[src/rtl/cpu_pmp_pkg.sv]
// Shared PMP types, CSR addresses and address-match helpers for the
// runtime-programmable PMP unit.
package cpu_pmp_pkg;

    typedef logic [11:0] csr_t;

    localparam csr_t CSR_PMPCFG0  = 12'h3A0;
    localparam csr_t CSR_PMPADDR0 = 12'h3B0;

    localparam int PMP_MAX_ENTRIES = 16;

    localparam logic [1:0] PMPCFG_A_OFF   = 2'd0;
    localparam logic [1:0] PMPCFG_A_TOR   = 2'd1;
    localparam logic [1:0] PMPCFG_A_NA4   = 2'd2;
    localparam logic [1:0] PMPCFG_A_NAPOT = 2'd3;

    typedef struct packed {
        logic       locked;
        logic [1:0] reserved;
        logic [1:0] a;
        logic       x;
        logic       w;
        logic       r;
    } pmp_cfg_t;

    typedef struct packed {
        pmp_cfg_t    cfg;
        logic [31:0] addr;
    } pmp_entry_t;

    // Bits set in the mask must agree; the trailing-ones run and the first
    // zero above it are the don't-care part of the region.
    function automatic logic [31:0] pmp_napot_mask(input logic [31:0] addr);
        return ~(addr ^ (addr + 32'd1));
    endfunction

endpackage

[src/rtl/cpu_pmp_match.sv]
// Combinational permission lookup for one address against all PMP entries,
// lowest matching entry wins.
module cpu_pmp_match
    import cpu_pmp_pkg::*;
#(
    parameter int ENTRIES = 16
) (
    input  pmp_entry_t [ENTRIES-1:0] entries,
    input  logic [31:0]              addr,
    input  logic                     mmode,
    output logic [2:0]               rwx,
    output logic                     hit
);

    logic [31:0]        word;
    logic [ENTRIES-1:0] match;
    logic               unused_addr_bits;

    assign word             = {2'b00, addr[31:2]};
    assign unused_addr_bits = ^addr[1:0];

    for (genvar i = 0; i < ENTRIES; i++) begin : g_entry
        logic [31:0] lo;
        logic        tor_m;
        logic        na4_m;
        logic        napot_m;
        logic        unused_rsv;

        if (i == 0) begin : g_first
            assign lo = '0;
        end else begin : g_rest
            assign lo = entries[i-1].addr;
        end

        // An inverted TOR range (lo >= top) can never satisfy both bounds.
        assign tor_m      = (word >= lo) && (word < entries[i].addr);
        assign na4_m      = (word == entries[i].addr);
        assign napot_m    = ((word ^ entries[i].addr) & pmp_napot_mask(entries[i].addr)) == '0;
        assign unused_rsv = ^entries[i].cfg.reserved;

        assign match[i] = ((entries[i].cfg.a == PMPCFG_A_TOR)   && tor_m) ||
                          ((entries[i].cfg.a == PMPCFG_A_NA4)   && na4_m) ||
                          ((entries[i].cfg.a == PMPCFG_A_NAPOT) && napot_m);
    end

    always_comb begin
        hit = 1'b0;
        rwx = mmode ? 3'b111 : 3'b000;
        for (int i = ENTRIES - 1; i >= 0; i--) begin
            if (match[i]) begin
                hit = 1'b1;
                rwx = (entries[i].cfg.locked || !mmode)
                      ? {entries[i].cfg.x, entries[i].cfg.w, entries[i].cfg.r}
                      : 3'b111;
            end
        end
    end

endmodule

[src/rtl/cpu_pmp.sv]
// Runtime-programmable PMP: CSR-writable cfg/addr table with lock enforcement
// and LOOKUP_PORTS independent permission lookups.
module cpu_pmp
    import cpu_pmp_pkg::*;
#(
    parameter int                      ENTRIES      = 16,
    parameter int                      LOOKUP_PORTS = 2,
    parameter int                      LOOKUP_REG   = 0,
    parameter logic [ENTRIES-1:0][7:0]  RESET_CFG    = '0,
    parameter logic [ENTRIES-1:0][31:0] RESET_ADDR   = '0
) (
    input  logic                          clk_i,
    input  logic                          rst_i,
    input  csr_t                          read_addr_i,
    input  logic                          read_enable_i,
    output logic [31:0]                   read_data_o,
    input  csr_t                          write_addr_i,
    input  logic [31:0]                   write_data_i,
    input  logic                          write_enable_i,
    input  logic [LOOKUP_PORTS-1:0][31:0] lookup_addr_i,
    input  logic [LOOKUP_PORTS-1:0]       lookup_mmode_i,
    output logic [LOOKUP_PORTS-1:0][2:0]  lookup_rwx_o,
    output logic [LOOKUP_PORTS-1:0]       lookup_hit_o
);

    pmp_entry_t [ENTRIES-1:0] entry_q;

    csr_t               rd_cfg_off;
    csr_t               rd_addr_off;
    csr_t               wr_cfg_off;
    csr_t               wr_addr_off;
    logic               rd_cfg_hit;
    logic               rd_addr_hit;
    logic               wr_cfg_hit;
    logic               wr_addr_hit;
    logic [31:0]        rd_data;
    logic [ENTRIES-1:0] tor_lock;

    function automatic pmp_cfg_t cfg_legalize(input logic [7:0] b);
        pmp_cfg_t c;
        c          = pmp_cfg_t'(b);
        c.reserved = 2'b00;
        c.w        = b[1] & b[0];
        return c;
    endfunction

    // Offsets wrap for addresses below the base, so one compare bounds both ends.
    assign rd_cfg_off  = read_addr_i  - CSR_PMPCFG0;
    assign rd_addr_off = read_addr_i  - CSR_PMPADDR0;
    assign wr_cfg_off  = write_addr_i - CSR_PMPCFG0;
    assign wr_addr_off = write_addr_i - CSR_PMPADDR0;
    assign rd_cfg_hit  = rd_cfg_off  < csr_t'(ENTRIES / 4);
    assign rd_addr_hit = rd_addr_off < csr_t'(ENTRIES);
    assign wr_cfg_hit  = wr_cfg_off  < csr_t'(ENTRIES / 4);
    assign wr_addr_hit = wr_addr_off < csr_t'(ENTRIES);

    always_comb begin
        rd_data = '0;
        for (int i = 0; i < ENTRIES; i++) begin
            if (rd_cfg_hit && rd_cfg_off == csr_t'(i / 4))
                rd_data[8*(i%4) +: 8] = entry_q[i].cfg;
            if (rd_addr_hit && rd_addr_off == csr_t'(i))
                rd_data = entry_q[i].addr;
        end
    end

    // A locked TOR entry also freezes the address below it, its range base.
    always_comb begin
        tor_lock = '0;
        for (int i = 0; i < ENTRIES - 1; i++)
            tor_lock[i] = entry_q[i+1].cfg.locked && (entry_q[i+1].cfg.a == PMPCFG_A_TOR);
    end

    always_ff @(posedge clk_i or posedge rst_i) begin
        if (rst_i) begin
            for (int i = 0; i < ENTRIES; i++) begin
                entry_q[i].cfg  <= pmp_cfg_t'(RESET_CFG[i]);
                entry_q[i].addr <= RESET_ADDR[i];
            end
            read_data_o <= '0;
        end else begin
            read_data_o <= read_enable_i ? rd_data : '0;
            if (write_enable_i) begin
                for (int i = 0; i < ENTRIES; i++) begin
                    if (wr_cfg_hit && wr_cfg_off == csr_t'(i / 4) && !entry_q[i].cfg.locked)
                        entry_q[i].cfg <= cfg_legalize(write_data_i[8*(i%4) +: 8]);
                    if (wr_addr_hit && wr_addr_off == csr_t'(i) &&
                        !entry_q[i].cfg.locked && !tor_lock[i])
                        entry_q[i].addr <= write_data_i;
                end
            end
        end
    end

    for (genvar p = 0; p < LOOKUP_PORTS; p++) begin : g_port
        logic [2:0] rwx_p0;
        logic       hit_p0;

        cpu_pmp_match #(
            .ENTRIES (ENTRIES)
        ) u_match (
            .entries (entry_q),
            .addr    (lookup_addr_i[p]),
            .mmode   (lookup_mmode_i[p]),
            .rwx     (rwx_p0),
            .hit     (hit_p0)
        );

        if (LOOKUP_REG != 0) begin : g_reg
            logic [2:0] rwx_p1;
            logic       hit_p1;

            // Registered lookup stage
            always_ff @(posedge clk_i or posedge rst_i) begin
                if (rst_i) begin
                    rwx_p1 <= 3'b000;
                    hit_p1 <= 1'b0;
                end else begin
                    rwx_p1 <= rwx_p0;
                    hit_p1 <= hit_p0;
                end
            end

            assign lookup_rwx_o[p] = rwx_p1;
            assign lookup_hit_o[p] = hit_p1;
        end else begin : g_comb
            assign lookup_rwx_o[p] = rwx_p0;
            assign lookup_hit_o[p] = hit_p0;
        end
    end

endmodule

[config.mk]
export PLATFORM = sky130hd
export DESIGN_NAME = cpu_pmp
export DESIGN_NICKNAME = d
export VERILOG_FILES = /design/src/rtl/cpu_pmp_pkg.sv /design/src/rtl/cpu_pmp_match.sv /design/src/rtl/cpu_pmp.sv
export SDC_FILE = /design/constraint.sdc
export NUM_CORES = 2
export LEC_CHECK = 0
export ABC_AREA = 0
export CAP_MARGIN = 20
export CORE_MARGIN = 4
export CORE_UTILIZATION = 46
export DETAILED_ROUTE_END_ITERATION = 16
export PLACE_DENSITY_LB_ADDON = 0.2
export SYNTH_ARGS = -nofsm -noshare
export SYNTH_HDL_FRONTEND = slang
export SYNTH_HIERARCHICAL = 1
export SYNTH_SLANG_ARGS = --single-unit
[constraint.sdc]
create_clock -name clk_i -period 18.8 [get_ports clk_i]
set_input_delay 1.88 -clock clk_i [delete_from_list [all_inputs] [get_ports clk_i]]
set_output_delay 1.88 -clock clk_i [all_outputs]
set_load 0.02 [all_outputs]
==> metrics.md <==
| Metric | Value |
|---|---|
| Status | `finished with violations` |
| Violated checks | `slew limit` |
| Die area | `161000 sq um` |
| Final period utilization | `56.1%` |
| Io pins | `166` |
| DR vias/cell | `7.68` |
| Initial core utilization | `46.5%` |
| Synth Area per Inst | `8.26 sq um` |
| Hold Violations, Final | `0` |
| Final Max Tran Viols | `1` |
| Hold Path Class | `reg2reg` |
| Worst hold stages | `1` |
| Core box area | `153000 sq um` |
| Max-slew headroom at the worst pin | `-5.92%` |
| R2r worst-path depth | `10` |
| IO Port Bufs | `161` |
| Crit path arrival time | `8.67 ns` |
| Setup crit start kind | `input pin` |
| Vias in the first global route | `75378` |
| Total gr overflow | `0` |
| Initial drt markers | `14859` |
| Dpl ws | `8.58 ns` |
| Max H-tree Level | `3` |
| Hpwl dp | `331 mm` |
| Max cap viols | `0` |
| Synth Warn # | `6` |
| Post-CTS Setup Inserts | `0` |
| VDD IR max | `0.0692 mV` |
| Fmax | `0.0948 GHz` |
| Drt first pass iters | `9` |
| Final Skew | `0.0396 ns` |
| Hold Path End | `entry_q[312]` |
| RSZ-0062 raised after global routing | `no` |
| Worst R2R End | `read_data_o[20]` |
| Synth Cell Area | `70900 sq um` |
| Pleak | `0.0314 uW` |
| Share of layout cells above drive strength 1 | `12.3%` |
| Routed length per instance | `40.4 microns` |
| Clk_lat worst skew | `0.74 ns` |
| Crit path launch | `lookup_addr_i[34]` |
| Reg2reg start | `entry_q[100]` |
| Synthesized Nets | `9705` |
| Worst setup margin | `8.25 ns` |
| Clk pin slew, worst setup/hold paths | `0.06 ns` |
| Synthesis-to-finish area growth | `10.9%` |
| Clock Sinks | `640` |
| CP Class | `in2out` |
| Cell count after synthesis | `8583` |
| GPL Wtd Cong | `1.14` |
| Slowest stage delay, CP | `0.89 ns` |
| CTS Buffer Depth | `3` |
| # nets final | `9955` |
| DRT Wirelength | `446 mm` |
| FP Rows | `143` |
| CTS Root Cell | `clkbuf_16` |
| CP endpoint kind | `primary output` |
| Die X-Extent | `401 microns` |
| PwrDens | `50.5 nW/um^2` |
| Total GRT Usage | `52.5%` |
| Setup tns final | `0 ns` |
| Worst-path cell chain | `clkdlybuf4s50_1 > inv_2 > buf_4 > ha_1 > nor2b_1 > o211ai_1 > a21oi_1 > o311a_1 > a2111oi_0 > a21oi_1 > nor3_2 > nand2_1 > a2111oi_0 > a211oi_1 > o21ai_1 > clkdlybuf4s50_1` |
| Least-Margin Pin Slew | `1.59 ns` |
| Drc violations | `0` |
| Cts bufs inserted | `81` |
| Post-DP Area | `75600 sq um` |
| TritonCTS clock tree | `yes` |
| Worst Hold Launch | `entry_q[312]` |
| Required time worst endpoint | `16.92 ns` |
| Final instance area | `78700 sq um` |
| Final setup fails | `0` |
| Global-route wire length before repair | `600 mm` |
| Routed Antenna Nets | `0` |
| Initial antenna violation count | `74` |
| Tmin final | `10.55 ns` |
| CTS Hold Bufs | `0` |
| Crit path max-delay cell type | `a2111oi_0` |
| Final Util | `51.6%` |
| CP max FO | `11` |
| Largest net degree at the start of global routing | `148` |
| Total number of vias | `84691` |
| Die Height | `401 microns` |
| # resized after CTS | `0` |
| R2r setup slk | `14.86 ns` |
==> how the worst max path moves through the flow <==
stage | cells past startpoint | end | slack, ns
5_1_grt | 16 | lookup_rwx_o[5] | 8.43
6_report | 16 | lookup_rwx_o[5] | 8.25
2_1_floorplan | 1 | entry_q[0] | 8.18
4_1_cts | 16 | lookup_rwx_o[5] | 8.58
3_5_place_dp | 16 | lookup_rwx_o[5] | 8.58
3_3_place_gp | 16 | lookup_rwx_o[5] | 8.58
==> layer usage <==
layer	vias to the layer above	track usage [%]	wire [microns]
met4	54	41.4	41700
met1	40782	65.5	163000
li1	33612	-	-
met3	2060	25.8	75100
met5	-	0	379
met2	8183	67.6	166000
==> metrics by stage <==
step                std cells  hold WS [ns]  power [uW]
floorplan                8583         0.504        1810
global placement        10773         0.566        2190
detailed placement      10777         0.560        2200
CTS                     10926         0.575        3900
global route            10940         0.598        4030
finish                  11028         0.587        3970
==> critical path: cells and delay by family <==
family / cells / cell delay, ns
AO/OA/AOI/OAI: 8 / 3.24
buffers and inverters: 4 / 2.27
adder cells (fa/ha/maj): 1 / 0.21
AND/OR/NAND/NOR: 3 / 1.02
==> sequential cells by signal, indices dropped and copies added (netlist names) <==
| register | cells |
|---|---|
| entry_q | 608 |
| read_data_o | 32 |
==> power breakdown <==
part,switching (uW),total (uW),internal [uW]
clock network,740,1730,993
registers,24.7,1410,1380
logic,598,835,237
total,1360,3970,2610
==> area by class of cell <==
class / instances / area, sq um
clock inverter: 50 / 628
multi-input combinational: 6664 / 50200
sequential: 640 / 16000
antenna: 99 / 248
timing repair buffer: 385 / 2890
tap: 2030 / 2540
fill: 14671 / 73900
clock buffer: 99 / 2200
inverter: 1061 / 3990
==> cells in the final DEF, fill, tap and decap left out, types with 37 or more instances in the layout <==
cell type           n
o21ai_0           294
o31ai_1            37
o221ai_1           71
a211oi_1           98
a21oi_1           697
a21o_1             92
nor4_1            213
nor2b_1            59
a221oi_1           57
dfrtp_1           640
a41oi_1            77
nand4_1           345
nor3_1            227
ha_1              996
diode_2            99
o22ai_1            92
and3_1             94
inv_1            1057
o211ai_1           93
mux2_2            488
and4_1             79
clkbuf_16          82
buf_2              90
nand3_1           301
a2111oi_0          70
clkdlybuf4s50_1    72
or4_1              57
nor2_1            514
and2_1             48
mux2_1            113
a31oi_1           196
buf_4             219
a22oi_1            70
nand2_1           467
nand2b_1           42
(Power assumes the default switching activity.)
